--- src/rtl/sum_accumulator_pkg.sv ---
// Shared constants and state encoding for the sum accumulator and its
// saturating adder.
package sum_accumulator_pkg;

  localparam int SUM_W         = 5;
  localparam int DEF_N_SAMPLES = 8;
  localparam int DEF_ACC_W     = 9;

  typedef enum logic {
    ACCUM = 1'b0,
    HOLD  = 1'b1
  } state_t;

endpackage

--- src/rtl/sum_accumulator_sat_add.sv ---
// Combinational saturating add of a 5-bit sum onto an ACC_W-bit accumulator.
// ovf flags that the true sum did not fit and the result is clamped to all ones.
module sat_add
  import sum_accumulator_pkg::*;
#(
  parameter int ACC_W = DEF_ACC_W
) (
  input  logic [ACC_W-1:0] a,
  input  logic [SUM_W-1:0] b,
  output logic [ACC_W-1:0] sum,
  output logic             ovf
);

  logic [ACC_W:0] wide;

  // One extra bit catches the carry; ACC_W >= SUM_W so the pad width is >= 1.
  assign wide = {1'b0, a} + {{(ACC_W + 1 - SUM_W){1'b0}}, b};
  assign ovf  = wide[ACC_W];
  assign sum  = ovf ? {ACC_W{1'b1}} : wide[ACC_W-1:0];

endmodule

--- src/rtl/sum_accumulator.sv ---
// Accumulates N_SAMPLES upstream sums into one saturating total, then holds
// the result until downstream takes it.
module sum_accumulator
  import sum_accumulator_pkg::*;
#(
  parameter int N_SAMPLES = DEF_N_SAMPLES,
  parameter int ACC_W     = DEF_ACC_W
) (
  input  logic             clk,
  input  logic             rst_n,
  input  logic             clr,
  input  logic [4:0]       in_sum,
  input  logic             in_valid,
  output logic             in_ready,
  output logic [ACC_W-1:0] out_total,
  output logic             out_ovf,
  output logic             out_valid,
  input  logic             out_ready,
  output logic             state_dbg
);

  // Handshakes: a transfer happens on a rising edge where valid and ready are
  // both 1; ready depends only on state, never on the partner's valid.

  localparam int                CNT_W = $clog2(N_SAMPLES);
  localparam logic [CNT_W-1:0]  LAST  = CNT_W'(N_SAMPLES - 1);

  state_t           state, state_nxt;
  logic [ACC_W-1:0] acc, acc_nxt;
  logic [CNT_W-1:0] count, count_nxt;
  logic             ovf, ovf_nxt;
  logic [ACC_W-1:0] add_sum;
  logic             add_ovf;

  sat_add #(
    .ACC_W(ACC_W)
  ) u_sat_add (
    .a  (acc),
    .b  (in_sum),
    .sum(add_sum),
    .ovf(add_ovf)
  );

  always_ff @(posedge clk or negedge rst_n) begin
    if (!rst_n) begin
      state <= ACCUM;
      acc   <= '0;
      count <= '0;
      ovf   <= 1'b0;
    end else begin
      state <= state_nxt;
      acc   <= acc_nxt;
      count <= count_nxt;
      ovf   <= ovf_nxt;
    end
  end

  always_comb begin
    state_nxt = state;
    acc_nxt   = acc;
    count_nxt = count;
    ovf_nxt   = ovf;
    case (state)
      ACCUM: begin
        if (in_valid) begin
          acc_nxt = add_sum;
          ovf_nxt = ovf | add_ovf;
          if (count == LAST) begin
            count_nxt = '0;
            state_nxt = HOLD;
          end else begin
            count_nxt = count + 1'b1;
          end
        end
      end
      HOLD: begin
        if (out_ready) begin
          acc_nxt   = '0;
          count_nxt = '0;
          ovf_nxt   = 1'b0;
          state_nxt = ACCUM;
        end
      end
      default: state_nxt = ACCUM;
    endcase
    // Abort wins over any accept or result handshake in the same cycle.
    if (clr) begin
      acc_nxt   = '0;
      count_nxt = '0;
      ovf_nxt   = 1'b0;
      state_nxt = ACCUM;
    end
  end

  assign in_ready  = (state == ACCUM);
  assign out_valid = (state == HOLD);
  assign out_total = acc;
  assign out_ovf   = ovf;
  assign state_dbg = state;

endmodule

--- config.mk ---
export PLATFORM = sky130hd
export DESIGN_NAME = sum_accumulator
export DESIGN_NICKNAME = d
export VERILOG_FILES = /design/src/rtl/sum_accumulator_pkg.sv /design/src/rtl/sum_accumulator_sat_add.sv /design/src/rtl/sum_accumulator.sv
export SDC_FILE = /design/constraint.sdc
export NUM_CORES = 1
export LEC_CHECK = 0
export CAP_MARGIN = 25
export CORE_ASPECT_RATIO = 0.9
export CORE_MARGIN = 1.5
export CORE_UTILIZATION = 45
export CTS_CLUSTER_DIAMETER = 30
export DETAILED_ROUTE_END_ITERATION = 10
export PLACE_DENSITY = 0.75
export SLEW_MARGIN = 20
export SYNTH_ARGS = -nofsm -noshare
export SYNTH_HDL_FRONTEND = slang
export SYNTH_SLANG_ARGS = --single-unit
--- constraint.sdc ---
create_clock -name clk -period 2.2 [get_ports clk]
set_input_delay 0.22 -clock clk [delete_from_list [all_inputs] [get_ports clk]]
set_output_delay 0.22 -clock clk [all_outputs]
set_load 0.1 [all_outputs]
==> results of run 1 <==
==> how the worst max path moves through the flow <==
| stage | start | endpoint |
|---|---|---|
| global placement | in_sum[0] | out_total[6]$_DFFE_PN0P_ |
| CTS | out_total[0]$_DFFE_PN0P_ | out_total[6]$_DFFE_PN0P_ |
| global route | out_total[0]$_DFFE_PN0P_ | out_total[6]$_DFFE_PN0P_ |
| detailed placement | in_sum[0] | out_total[6]$_DFFE_PN0P_ |
| finish | out_total[0]$_DFFE_PN0P_ | out_total[6]$_DFFE_PN0P_ |
| floorplan | out_total[0]$_DFFE_PN0P_ | out_total[6]$_DFFE_PN0P_ |
==> power by group through the flow <==
stage | Clock, mW | Combinational (mW) | Sequential [mW]
2_1_floorplan | 0 | 0.0938 | 0.391
5_1_grt | 0.171 | 0.282 | 0.293
6_report | 0.159 | 0.261 | 0.291
3_3_place_gp | 0 | 0.259 | 0.295
4_1_cts | 0.163 | 0.262 | 0.291
3_5_place_dp | 0 | 0.261 | 0.296
==> cell families after synthesis <==
logic type,count (synthesis)
compound gates,27
flops,14
mux,1
fa+ha+maj,8
xor+xnor,2
simple gates,31
buf+inv,6
==> metrics by stage <==
step                      setup TNS [ns]   util
after global placement          -0.00218  0.597
after global routing                   0  0.611
after CTS                              0  0.611
final                                  0  0.611
after detailed placement         -0.0946  0.597
after floorplan                        0      -
==> flip-flops by register name, indices dropped and copies added, names as in the netlist <==
name and count:
out_ovf 1, count 3, out_total 9, out_valid 1
==> worst max-delay path, delay by kind of cell, from the launching register on <==
| kind | cells | cell delay [ns] |
|---|---|---|
| flops | 1 | 0.43 |
| compound gates | 4 | 0.64 |
| buf+inv | 1 | 0.06 |
| simple gates | 1 | 0.22 |
| fa+ha+maj | 2 | 0.54 |
==> cells in the final DEF, fill, tap and decap left out <==
| master | Yosys | final |
|---|---|---|
| a211o_1 | 2 | 2 |
| a211oi_2 | 1 | 1 |
| a21boi_0 | 1 | 1 |
| a21o_1 | 1 | 1 |
| a21oi_1 | 4 | 4 |
| a221o_1 | 3 | 3 |
| a22o_1 | 2 | 2 |
| a31oi_1 | 2 | 2 |
| a32oi_1 | 2 | 2 |
| and2_1 | 1 | 1 |
| and2b_1 | 2 | 2 |
| and4b_1 | 1 | 1 |
| buf_4 | 1 | 16 |
| clkbuf_1 | 0 | 1 |
| clkbuf_4 | 0 | 3 |
| clkdlybuf4s50_1 | 0 | 9 |
| dfrtp_1 | 14 | 11 |
| dfrtp_2 | 0 | 2 |
| dfrtp_4 | 0 | 1 |
| fa_1 | 1 | 1 |
| ha_1 | 7 | 7 |
| inv_1 | 4 | 4 |
| mux2_2 | 1 | 1 |
| nand2_1 | 7 | 7 |
| nand2b_1 | 3 | 3 |
| nand3_1 | 1 | 1 |
| nand3b_1 | 1 | 1 |
| nor2_1 | 11 | 11 |
| nor2b_1 | 1 | 1 |
| nor2b_4 | 1 | 1 |
| nor3_1 | 1 | 1 |
| nor3b_1 | 1 | 1 |
| o211ai_1 | 2 | 2 |
| o211ai_2 | 1 | 1 |
| o21a_1 | 1 | 1 |
| o21ai_0 | 4 | 4 |
| o221a_2 | 1 | 1 |
| xnor2_1 | 2 | 2 |
==> layer usage <==
metal  routed length (um)  global-route usage  vias to the layer above
li1                     -                   -                      383
met1                  979               0.274                      373
met2                  955               0.336                       18
met3                   88              0.0629                        2
met4                   10              0.0500                        0
met5                    0                   0                        -
==> cell type report <==
| cell class | count | share of cell area |
|---|---|---|
| flip-flops and latches | 14 | 0.311 |
| well taps | 25 | 0.0273 |
| inverters | 4 | 0.0131 |
| repair buffers | 25 | 0.183 |
| multi-input cells | 69 | 0.443 |
| clock buffers | 4 | 0.0229 |
==> flow_summary_export.csv, run 1 <==
group,metric,value,unit
run_status,outcome,"finished, final reports clean",
cts,cts_root_buf,"clkbuf_4",
cts,holdBufCountCts,0,
die,die_ht,45.1,um
sta,timing.clock.skew,0.00426,ns
detailed_routing,dr.pass1.iters,4,
yosys,postSynthRegisterBits,14,
layout,fraction_of_final_layout_cells_sized_beyond_drive_strength_1,0.233,
sta,tightestPinTransition,0.658,ns
yosys,post_synth_fa_ha_maj_area_fraction,0.121,
sta,hold_ws,0.330,ns
global_route,initial_antenna_violation_count,0,
cts,tritoncts_num_sinks,14,
detailed_routing,totalWireLength,2.03,mm
power_and_ir_drop,p_sw_frac,0.392,
yosys,synth_fp_nets,107,
layout,multi_input_gate_area,508,um^2
cts,clock_tree.buffer_depth,2,
sta,timing.final.crit_share,0.911,
yosys,synthMostInstantiatedCell,"dfrtp_1",
yosys,synth.cells.most_frequent,"14 x dfrtp_1, 11 x nor2_1, 7 x ha_1, 7 x nand2_1",
placement,placed_area,0.00112,mm^2
yosys,ys.warnings.count,0,
critical_path,worst_setup_path_end_kind,"flop",
power_and_ir_drop,p_int,432,uW
sta,timing_hold_violations_final,0,
layout,final_net_count,135,
yosys,synth_area,886,um^2
critical_path,reg2reg_from,"out_total[0]$_DFFE_PN0P_",
die,chipWidth,49.8,um
sta,final_setup_violation_count,0,
cts,htree_levels,1,
cts,number_of_buffers_created_by_cts,3,
critical_path,timing.critical_path.fanout_max,3,
layout,layout.cells.non_filler,141,
global_route,groute.usage.overall,0.207,
sta,final_period_minus_worst_setup_slack,2.00,ns
cts,tritoncts,"built",
die,core_area,0.00188,mm^2
yosys,synth_largest_area_cell,"dfrtp_1",
power_and_ir_drop,vdd_drop_max,328,uV
critical_path,list_of_cells_traversed_by_the_critical_path,"ha_1 -> inv_1 -> fa_1 -> and2b_1 -> o211ai_1 -> a21boi_0 -> o221a_2 -> o21ai_0",
placement,dpl.hpwl,1.54,mm
placement,place_worst_setup_slack,-0.0933,ns
placement,port_buffers,22,
placement,place_congestion,0.817,
sta,timing.slew.headroom,0.560,
detailed_routing,detailedRoute.firstIterationViolations,13,
detailed_routing,wl_per_cell,14.4,um
global_route,grt_start_max_net_pins,15,
yosys,synth_top_flop_cell,"dfrtp_1",
yosys,synth.avg_cell_area,9.95,um^2
critical_path,cpMaxStageDelayCell,"dfrtp_4",
yosys,number_of_synthesized_flops_with_an_enable_pin,0,
critical_path,critical_path_class,"flop to flop",
yosys,post_synth_xor_area_fraction,0.0198,
critical_path,reg2regPathDepth,8,
power_and_ir_drop,power_share_of_the_sequential_group,0.409,
critical_path,worstSetupStartpointType,"flop",
layout,nFillCells,175,
die,placementRows,15,
yosys,yosys.area.top_type_share,0.395,
yosys,number_of_instances_in_the_synthesized_netlist,89,
critical_path,worst_r2r_endpoint,"out_total[6]$_DFFE_PN0P_",
die,io-pin-count,23,
power_and_ir_drop,power_per_cell_area,620,mW/mm^2
detailed_routing,drt_drc_violations_left,0,
layout,antenna_fix_cells,0,
hold_path,worstHoldPathType,"input pin to asynchronous set/reset pin",
layout,area_growth,29.5,%
detailed_routing,routed-via-count,776,
die,initial_utilization,0.472,
critical_path,critical_path.max_stage_delay,0.43,ns
cts,insertion_delay,0.28,ns
placement,placed_cells,137,
global_route,grt_first_pass_wirelength,3.38,mm
power_and_ir_drop,power.combinational.fraction,0.368,
sta,rsz_0062_raised_after_global_routing,"no",
detailed_routing,viasPerCell,5.50,
yosys,seq_area_frac_synth,0.395,
critical_path,timing.critical_path.arrival,2.17,ns
yosys,netlist_top_cells_area,"dfrtp_1 40%, ha_1 9.9%, nor2_1 4.7%, a221o_1 3.4%, nand2_1 3.0%",
layout,ff_latch_area,357,um^2
sta,layout_setup_ws,0.196,ns
critical_path,setup.reg_to_reg.worst_slack,0.20,ns
cts,cts_setup_buffers,0,
sta,max_freq,499,MHz
yosys,synth.area.mux_share,0.0127,
global_route,first_global_vias,727,
yosys,post_synth_and_or_nand_nor_area_fraction,0.184,
critical_path,crit_path_required_time,2.37,ns
power_and_ir_drop,clkPwrFrac,0.224,
layout,finish.instance_area,0.00115,mm^2
yosys,synth_compound_area_frac,0.236,
power_and_ir_drop,report.power.total,711,uW
yosys,netlist-cell-type-count,34,
global_route,overflow,0,
run,maxCapViolations,0,
cts,worst_setup_hold_path_clk_slew,0.09,ns
cts,post_cts_resized,0,
yosys,synthArstFlopShare,1.00,
sta,slew_viol_final,0,
die,die_area,0.00224,mm^2
power_and_ir_drop,static-leakage-power,0.551,nW
detailed_routing,final_antenna_net_count,0,
yosys,main_combinational_cell_family_by_area_after_synthesis,"compound AO/OA/AOI/OAI gates",
power_and_ir_drop,switching_power_of_the_nets,279,uW
Note: power is estimated with default switching activity, not from simulation.
==> run 2: changes to the inputs <==
--- a/config.mk
+++ b/config.mk
@@ -11,6 +11,7 @@
 export CORE_UTILIZATION = 45
 export CTS_CLUSTER_DIAMETER = 30
 export DETAILED_ROUTE_END_ITERATION = 10
+export HOLD_SLACK_MARGIN = 0.08
 export PLACE_DENSITY = 0.75
 export SLEW_MARGIN = 20
 export SYNTH_ARGS = -nofsm -noshare
==> results of run 2 <==
Same layout as run 1: the final DEF is identical, and so are final timing and power.
==> run 3: changes to the inputs <==
--- a/config.mk
+++ b/config.mk
@@ -11,6 +11,7 @@
 export CORE_UTILIZATION = 45
 export CTS_CLUSTER_DIAMETER = 30
 export DETAILED_ROUTE_END_ITERATION = 10
+export GPL_TIMING_DRIVEN = 0
 export HOLD_SLACK_MARGIN = 0.08
 export PLACE_DENSITY = 0.75
 export SLEW_MARGIN = 20
==> flow_summary_export.csv, run 3 (same netlist as run 1, synthesis figures left out) <==
group,metric,value,unit
run_status,outcome,"finished, final reports clean",
cts,clock_tree.buffer_depth,2,
cts,cts_root_buf,"clkbuf_4",
critical_path,crit_path_required_time,1.98,ns
global_route,grt_first_pass_wirelength,3.08,mm
critical_path,cpMaxStageDelayCell,"clkdlybuf4s50_1",
critical_path,worstSetupStartpointType,"flop",
critical_path,crit_family,"buffers and inverters",
detailed_routing,routed-via-count,769,
cts,holdBufCountCts,0,
critical_path,timing.critical_path.fanout_max,6,
sta,finalSetupTns,0,ns
run,maxCapViolations,0,
detailed_routing,detailedRoute.firstIterationViolations,13,
critical_path,worst_r2r_endpoint,"out_total[6]$_DFFE_PN0P_",
sta,rsz_0062_raised_after_global_routing,"no",
placement,dpl.hpwl,1.44,mm
critical_path,reg2regPathDepth,8,
hold_path,worstHoldPathType,"input pin to asynchronous set/reset pin",
detailed_routing,viasPerCell,5.49,
sta,timing_hold_violations_final,0,
cts,tritoncts,"built",
layout,area_growth,33.8,%
layout,final_net_count,134,
die,io-pin-count,23,
critical_path,critical_path_class,"flop to output port",
power_and_ir_drop,vdd_drop_max,420,uV
layout,nFillCells,165,
placement,port_buffers,22,
layout,layout.cells.most_common_list,"20 x clkdlybuf4s50_1, 11 x nor2_1, 11 x dfrtp_1",
die,initial_utilization,0.472,
critical_path,critical_path.n_buffers_inverters,1,
cts,cts_setup_buffers,0,
sta,final_setup_violation_count,0,
die,placementRows,15,
die,chipWidth,49.8,um
layout,fraction_of_final_layout_cells_sized_beyond_drive_strength_1,0.122,
sta,timing.slew.headroom,0.351,
critical_path,worst_setup_path_end_kind,"output port",
power_and_ir_drop,static-leakage-power,0.548,nW
layout,layout.core_utilization,0.631,
sta,slew_viol_final,0,
detailed_routing,wl_per_cell,13.6,um
global_route,initial_antenna_violation_count,0,
placement,place_congestion,0.831,
detailed_routing,drt_drc_violations_left,0,
detailed_routing,totalWireLength,1.90,mm
die,core_area,0.00188,mm^2
critical_path,timing.critical_path.arrival,1.88,ns
layout,antenna_fix_cells,0,
sta,timing.final.crit_share,0.957,
cts,worst_setup_hold_path_clk_slew,0.09,ns
die,die_ht,45.1,um
critical_path,list_of_cells_traversed_by_the_critical_path,"clkdlybuf4s50_1",
cts,insertion_delay,0.29,ns
global_route,overflow,0,
layout,largest_reg_flops,9,
die,die_area,0.00224,mm^2
cts,htree_levels,1,
global_route,first_global_vias,710,
critical_path,setup.reg_to_reg.worst_slack,0.1,ns
cts,tritoncts_num_sinks,14,
global_route,grt_start_max_net_pins,15,
layout,mostFrequentLayoutCell,"clkdlybuf4s50_1",
power_and_ir_drop,power_per_cell_area,621,mW/mm^2
cts,number_of_buffers_created_by_cts,3,
detailed_routing,dr.pass1.iters,4,
sta,final_period_minus_worst_setup_slack,2.10,ns
critical_path,critical_path.max_stage_delay,1.16,ns
global_route,groute.usage.overall,0.186,
critical_path,reg2reg_from,"out_total[0]$_DFFE_PN0P_",
cts,post_cts_resized,0,
sta,max_freq,475,MHz
sta,tightestPinTransition,0.971,ns
detailed_routing,final_antenna_net_count,0,
sta,timing.clock.skew,0.0100,ns
==> run 3: cell types whose count changed in the layout (fill, tap and decap cells not counted), sizes merged <==
cell | previous run | this run
buf | 16 | 2
clkdlybuf4s50 | 9 | 20
dlymetal6s2s | 0 | 2
==> run 3: layer usage <==
| layer | vias up | wire length, um | GRT usage |
|---|---|---|---|
| li1 | 381 | - | - |
| met5 | - | 0 | 0 |
| met1 | 365 | 915 | 0.248 |
| met4 | 0 | 0 | 0.0500 |
| met2 | 23 | 886 | 0.293 |
| met3 | 0 | 97 | 0.0629 |
==> run 3: per-stage QoR <==
stage / worst slack, ns / std cells / area, um^2 / power (mW) / hold WS [ns]
floorplan: 0.0181 / 89 / 892 / 0.485 / -0.0756
global placement: -0.165 / 136 / 1140 / 0.553 / 0.464
detailed placement: -0.166 / 136 / 1140 / 0.557 / 0.478
CTS: 0.0122 / 140 / 1180 / 0.746 / 0.332
global route: 0.00283 / 140 / 1180 / 0.777 / 0.360
finish: 0.0954 / 140 / 1180 / 0.736 / 0.318
==> run 3: cell type report <==
class,instances,area [um^2],share of cell area
flip-flops and latches,14,357,0.301
inverters,4,15.0,0.0127
multi-input cells,69,508,0.429
clock buffers,4,36.3,0.0306
well taps,25,31.3,0.0264
repair buffers,22,225,0.190
plain buffers,2,12.5,0.0106
==> run 3: worst max-delay path by stage <==
stage                     depth (start not counted)  slack, ns                startpoint                  endpoint
after floorplan                                   8       0.02  out_total[0]$_DFFE_PN0P_  out_total[6]$_DFFE_PN0P_
after global placement                            9      -0.17                 in_sum[0]  out_total[6]$_DFFE_PN0P_
after detailed placement                          9      -0.17                 in_sum[0]  out_total[6]$_DFFE_PN0P_
after CTS                                         2       0.01       out_valid$_DFF_PN0_                 state_dbg
after global routing                              8      0.003  out_total[0]$_DFFE_PN0P_  out_total[6]$_DFFE_PN0P_
final                                             1        0.1  out_total[7]$_DFFE_PN0P_              out_total[7]
==> run 3: power breakdown <==
| part | internal, mW | switching [mW] | total [mW] | leakage [nW] |
|---|---|---|---|---|
| combinational | 0.0881 | 0.173 | 0.261 | 0.341 |
| sequential | 0.275 | 0.0150 | 0.290 | 0.186 |
| clock | 0.101 | 0.0840 | 0.185 | 0.0210 |
